--- config.mk ---
export PLATFORM = sky130hd
export DESIGN_NAME = freelist_ctrl
export DESIGN_NICKNAME = d
export VERILOG_FILES = /design/src/rtl/freelist_ctrl_pkg.sv /design/src/rtl/freelist_ram.sv /design/src/rtl/freelist_ctrl.sv
export SDC_FILE = /design/constraint.sdc
export NUM_CORES = 1
export LEC_CHECK = 0
export CORE_MARGIN = 1
export CORE_UTILIZATION = 30
export CTS_CLUSTER_SIZE = 40
export DETAILED_ROUTE_END_ITERATION = 16
export SLEW_MARGIN = 0
export SYNTH_ARGS = -nofsm -noshare
export SYNTH_HDL_FRONTEND = slang
export SYNTH_HIERARCHICAL = 1
export SYNTH_SLANG_ARGS = --single-unit
--- constraint.sdc ---
create_clock -name clk -period 6.8 [get_ports clk]
set_clock_uncertainty 0.15 [all_clocks]
set_input_delay 0.68 -clock clk [delete_from_list [all_inputs] [get_ports clk]]
set_output_delay 0.68 -clock clk [all_outputs]
set_load 0.01 [all_outputs]
--- src/rtl/freelist_ctrl_pkg.sv ---
// freelist_ctrl_pkg: shared sizes and types for the rename free list
package freelist_ctrl_pkg;
  localparam int PHY_REGS = 64;
  localparam int ARCH_REGS = 32;
  localparam int FREE_NUM = PHY_REGS - ARCH_REGS;
  localparam int BRDEPTH = 4;
  localparam int PHY_REG_SEL = $clog2(PHY_REGS);
  localparam int REG_SEL = $clog2(ARCH_REGS);
  localparam int SPECTAG_LEN = $clog2(BRDEPTH);
  localparam int IDX_W = $clog2(FREE_NUM);
  localparam int PTR_W = IDX_W + 1;
  typedef logic [PHY_REG_SEL-1:0] preg_t;
  typedef logic [PTR_W-1:0] ptr_t;
  typedef logic [IDX_W-1:0] idx_t;
  typedef logic [SPECTAG_LEN-1:0] tag_t;
endpackage

--- src/rtl/freelist_ram.sv ---
// freelist_ram: free-list storage, two async reads at ra/ra+1, two sync writes, reset to ARCH_REGS+i
module freelist_ram
  import freelist_ctrl_pkg::*;
(
  input  logic  clk,
  input  logic  reset,
  input  idx_t  ra,
  output preg_t rd_1,
  output preg_t rd_2,
  input  logic  we_1,
  input  idx_t  wa_1,
  input  preg_t wd_1,
  input  logic  we_2,
  input  idx_t  wa_2,
  input  preg_t wd_2
);
  preg_t mem_q [FREE_NUM];
  preg_t mem_d [FREE_NUM];
  always_comb begin
    mem_d = mem_q;
    if (we_1) mem_d[wa_1] = wd_1;
    if (we_2) mem_d[wa_2] = wd_2;
  end
  always_ff @(posedge clk) begin
    if (reset) for (int i = 0; i < FREE_NUM; i++) mem_q[i] <= preg_t'(ARCH_REGS + i);
    else mem_q <= mem_d;
  end
  assign rd_1 = mem_q[ra];
  assign rd_2 = mem_q[idx_t'(ra + 1'b1)];
endmodule

--- src/rtl/freelist_ctrl.sv ---
// freelist_ctrl: 2-wide physical register free list with branch checkpoints
module freelist_ctrl
  import freelist_ctrl_pkg::*;
(
  input  logic  clk,
  input  logic  reset,
  input  logic  req_1,
  input  logic  req_2,
  input  logic  stall_in,
  output preg_t pd_1,
  output preg_t pd_2,
  output logic  alloc_ok,
  output logic  empty_freelist,
  input  logic  free_1,
  input  preg_t free_pd_1,
  input  logic  free_2,
  input  preg_t free_pd_2,
  input  logic  chk_we,
  input  tag_t  chk_tag,
  input  logic  recover,
  input  tag_t  rec_tag,
  output ptr_t  count
);
  localparam ptr_t FREE_CNT = ptr_t'(FREE_NUM);
  ptr_t head_q, head_d, tail_q, tail_d, head_g, occ;
  ptr_t ckpt_q [BRDEPTH];
  ptr_t ckpt_d [BRDEPTH];
  logic [1:0] need;
  logic v1, v2, a1, a2, ovf;
  preg_t rd_1, rd_2;
  always_comb begin
    need = {1'b0, req_1} + {1'b0, req_2};
    count = tail_q - head_q;
    empty_freelist = need != 2'd0 && count < ptr_t'(need);
    alloc_ok = need != 2'd0 && !empty_freelist && !stall_in && !recover;
    head_g = head_q + (alloc_ok ? ptr_t'(need) : ptr_t'(0));
    head_d = recover ? ckpt_q[rec_tag] : head_g;
    occ = tail_q - head_d;
    v1 = free_1 && free_pd_1 != '0;
    v2 = free_2 && free_pd_2 != '0;
    a1 = v1 && occ < FREE_CNT;
    a2 = v2 && occ + ptr_t'(a1) < FREE_CNT;
    ovf = (v1 && !a1) || (v2 && !a2);
    tail_d = tail_q + ptr_t'(a1) + ptr_t'(a2);
    ckpt_d = ckpt_q;
    if (chk_we && !recover) ckpt_d[chk_tag] = head_g;
    pd_1 = req_1 ? rd_1 : '0;
    pd_2 = req_2 ? (req_1 ? rd_2 : rd_1) : '0;
  end
  always_ff @(posedge clk) begin
    if (reset) begin
      head_q <= '0;
      tail_q <= FREE_CNT;
      for (int i = 0; i < BRDEPTH; i++) ckpt_q[i] <= '0;
    end else begin
      head_q <= head_d;
      tail_q <= tail_d;
      ckpt_q <= ckpt_d;
    end
  end
  freelist_ram u_ram (
    .clk  (clk),
    .reset(reset),
    .ra   (idx_t'(head_q)),
    .rd_1 (rd_1),
    .rd_2 (rd_2),
    .we_1 (a1),
    .wa_1 (idx_t'(tail_q)),
    .wd_1 (free_pd_1),
    .we_2 (a2),
    .wa_2 (idx_t'(tail_q + ptr_t'(a1))),
    .wd_2 (free_pd_2)
  );
  assert property (@(posedge clk) disable iff (reset) !ovf);
endmodule

==> results.yml <==
setup_path:
  cpMaxStageDelayCell: "and3_1"
  cp_num_buf_inv: 3
  critPathTopFamily: "adder cells"
  cp-end-kind: "flop"
  reg2reg_depth: 26
  arrival_ns: 6.64
  crit_top_cell: "ha_1"
  required_ns: 7.06
  crit_fanout: 8
  cp-start-kind: "flop"
  rr_startpoint: "tail_q[0]"
  crit_cells: 26
  worstSetupPathType: "reg -> reg"
  regToRegEndpoint: "u_ram/mem_q[26]"
  slowest_delay_ns: 0.65
  worst-r2r-setup-slack_ns: 0.42
floorplan:
  ios: 45
  initial_core_util_pct: 30.4
  num_rows: 82
  die-area_um2: 51600
  fp.dieH_um: 227
  fp.coreArea_um2: 50100
  die_x_um: 227
yosys:
  synthArstFlopShare_pct: 0
  netlist_area_um2: 15200
  yosysTopAreaCellShare_pct: 30.0
  synthTopCellsByArea: "dfxtp_1 (30%), mux4_2 (12%), a211oi_1 (8.2%)"
  ys.flop_type: "dfxtp_1"
  synthAdderAreaFrac_pct: 2.04
  syn-mean-instance-area_um2: 9.18
  synth-seq-cells: 228
  synth_simple_gate_area_share_pct: 20.6
  synth_top_cell_by_area: "dfxtp_1"
  syn_inst: 1657
  ys_seq_area_share_pct: 30.0
  synth_compound_area_share_pct: 19.2
  synth_cell_type_count: 69
  synthMuxAreaShare_pct: 22.1
  synth_top_family_by_area: "multiplexers"
  syn_nets: 1705
  yosysWarnings: 6
  synthXorXnorAreaFrac_pct: 1.18
  synth_edf_count: 0
layout:
  ff_latch_area_um2: 4570
  final_nets: 1730
  layout_commonest_cell: "nor2_1"
  drive_above_1_share_pct: 16.0
  final_cell_mix: "nor2_1 (266), dfxtp_1 (225), a211oi_1 (164), nand2_1 (133), and3_1 (118)"
  syn2layout_area_growth_pct: 15.4
  multi_input_area_um2: 9970
  nFillCells: 5141
routing:
  wl_mm: 57.4
  ant_nets: 0
  drc: 0
  via_per_inst: 6.11
  drt_iter0_markers: 1539
  vias: 14499
  wl_per_cell_um: 24.2
  dr.pass1.iters: 6
placement:
  portBuffers: 44
  hpwl_mm: 37.5
  gp_congestion: 0.971
global_routing:
  grt_pass1_wl_mm: 86.9
  gr-total-overflow: 0
  grtUsageTotal_pct: 22.0
  grt_max_degree: 135
  antenna_found_initial: 3
  grt_pass1_vias: 14029
power:
  leakage_nw: 7.02
  power_frac_seq_pct: 36.3
  p_clk_share_pct: 35.8
  comb_power_share_pct: 27.9
  p_switching_mw: 1.34
  ir_worst_vdd_v: 0.000174
  switching_share_pct: 33.2
  p_int_mw: 2.70
  p_per_area_nw_per_um2: 230
status:
  outcome: "completed"
worst_hold_path:
  worstHoldStart: "ckpt_q[13]"
  hold_end: "ckpt_q[13]"
  hold_depth: 2
  hold_path_class: "reg -> reg"
clocking:
  cts_made_buffers: 27
  postCtsSetupBuffers: 0
  ctsLongestPathBuffers: 3
  cts_root_buffer: "clkbuf_16"
  clk_pin_slew_ns: 0.06
  cts_tree: "done"
  clock_latency_ns: 0.55
  cts_max_level: 1
  clock-sinks: 228
sta:
  holdWs_ns: 0.342
  period_needed_ns: 6.38
  maxSlewViolCount: 0
  max_slew_margin_pct: 29.4
  rsz0062_at_grt: "false"
  clock.fmax_mhz: 157
  hold_viol: 0
  setup_violations: 0
  min_period_over_period_pct: 93.8
  setup-tns-final_ns: 0
  worst_slew_pin_slew_ns: 1.06
run:
  drv_cap: 0
==> cells in the mapped netlist, drive strengths merged, types with 2 or more instances <==
cell,count
a21oi,21
or4,3
nand3b,6
a311oi,48
mux2i,53
clkbuf,107
o21a,2
a2111oi,7
ha,20
mux2,13
nor2b,11
buf,39
and3,118
o211ai,2
dfxtp,228
nand2b,2
or3,3
fa,3
nor3b,11
xor2,7
inv,18
a211oi,167
o31ai,2
nand2,140
o31a,3
o21ai,6
a21o,4
nor3,5
nand3,60
xnor2,11
o21bai,112
or3b,4
mux4,114
a31oi,4
and3b,13
and2,8
nor2,270
==> flip-flops by register name, summed over array words and instances, names as in the netlist <==
register / count
u_ram/mem_q: 192
ckpt_q: 24
head_q: 6
tail_q: 6
==> stage by stage <==
| step | power, mW | setup slack, ns | util [%] | instances | area (um2) |
|---|---|---|---|---|---|
| after global placement | 2.56 | 0.0941 | 33.3 | 2324 | 16600 |
| after floorplan | 2.10 | 0.360 | - | 1657 | 15200 |
| after global routing | 4.16 | 0.0602 | 35.1 | 2373 | 17600 |
| after CTS | 4.02 | 0.158 | 35.0 | 2372 | 17500 |
| after detailed placement | 2.58 | -0.0987 | 33.3 | 2324 | 16600 |
| final | 4.04 | 0.421 | 35.1 | 2374 | 17600 |
==> kinds of logic after synthesis <==
kind of cell / count (synthesis)
AO/OA/AOI/OAI: 384
XOR/XNOR: 19
adder cells (fa/ha/maj): 23
buffers and inverters: 165
flip-flops: 228
multiplexers: 180
AND/OR/NAND/NOR: 658
==> power groups by stage <==
stage               logic [mW]  clock network [mW]  registers, mW
floorplan                0.632                   0           1.47
global placement          1.07                   0           1.49
detailed placement        1.09                   0           1.49
CTS                       1.10                1.46           1.46
global route              1.18                1.51           1.47
finish                    1.13                1.45           1.47
==> metal layers <==
| metal | routed length [um] | GRT usage (%) |
|---|---|---|
| met3 | 5870 | 4.81 |
| met2 | 25500 | 34.4 |
| met5 | 17 | 0 |
| met1 | 23400 | 28.9 |
| met4 | 2670 | 10.1 |
==> final cells by class <==
cell class | count | area share [%]
clock inverters | 7 | 0.406
well taps | 672 | 4.79
flip-flops and latches | 228 | 26.0
repair inverters | 1 | 0.0285
clock buffers | 41 | 4.49
inverters | 19 | 0.428
diodes | 1 | 0.0143
repair buffers | 141 | 7.02
multi-input cells | 1264 | 56.8
==> repair_timing <==
| action | in CTS | in global routing |
|---|---|---|
| setup endpoints to repair | 0 | 192 |
| hold buffers | 0 | 0 |
| resized for setup | 0 | 15 |
==> worst max path at each step <==
stage / from / end / slack, ns
floorplan: tail_q[0] / u_ram/mem_q[42] / 0.36
CTS: tail_q[0] / u_ram/mem_q[118] / 0.16
detailed placement: req_1 / u_ram/mem_q[118] / -0.1
finish: tail_q[0] / u_ram/mem_q[26] / 0.42
global placement: req_1 / u_ram/mem_q[75] / 0.09
global route: tail_q[0] / u_ram/mem_q[112] / 0.06
==> worst register-to-register path, delay by kind of cell (launching register included) <==
kind	cells	cell delay [ns]
compound gates	7	0.98
buf+inv	3	0.33
simple gates	6	1.54
xor+xnor	2	0.37
flops	1	0.35
fa+ha+maj	8	2.50
Power figures use the tool's default switching activity.
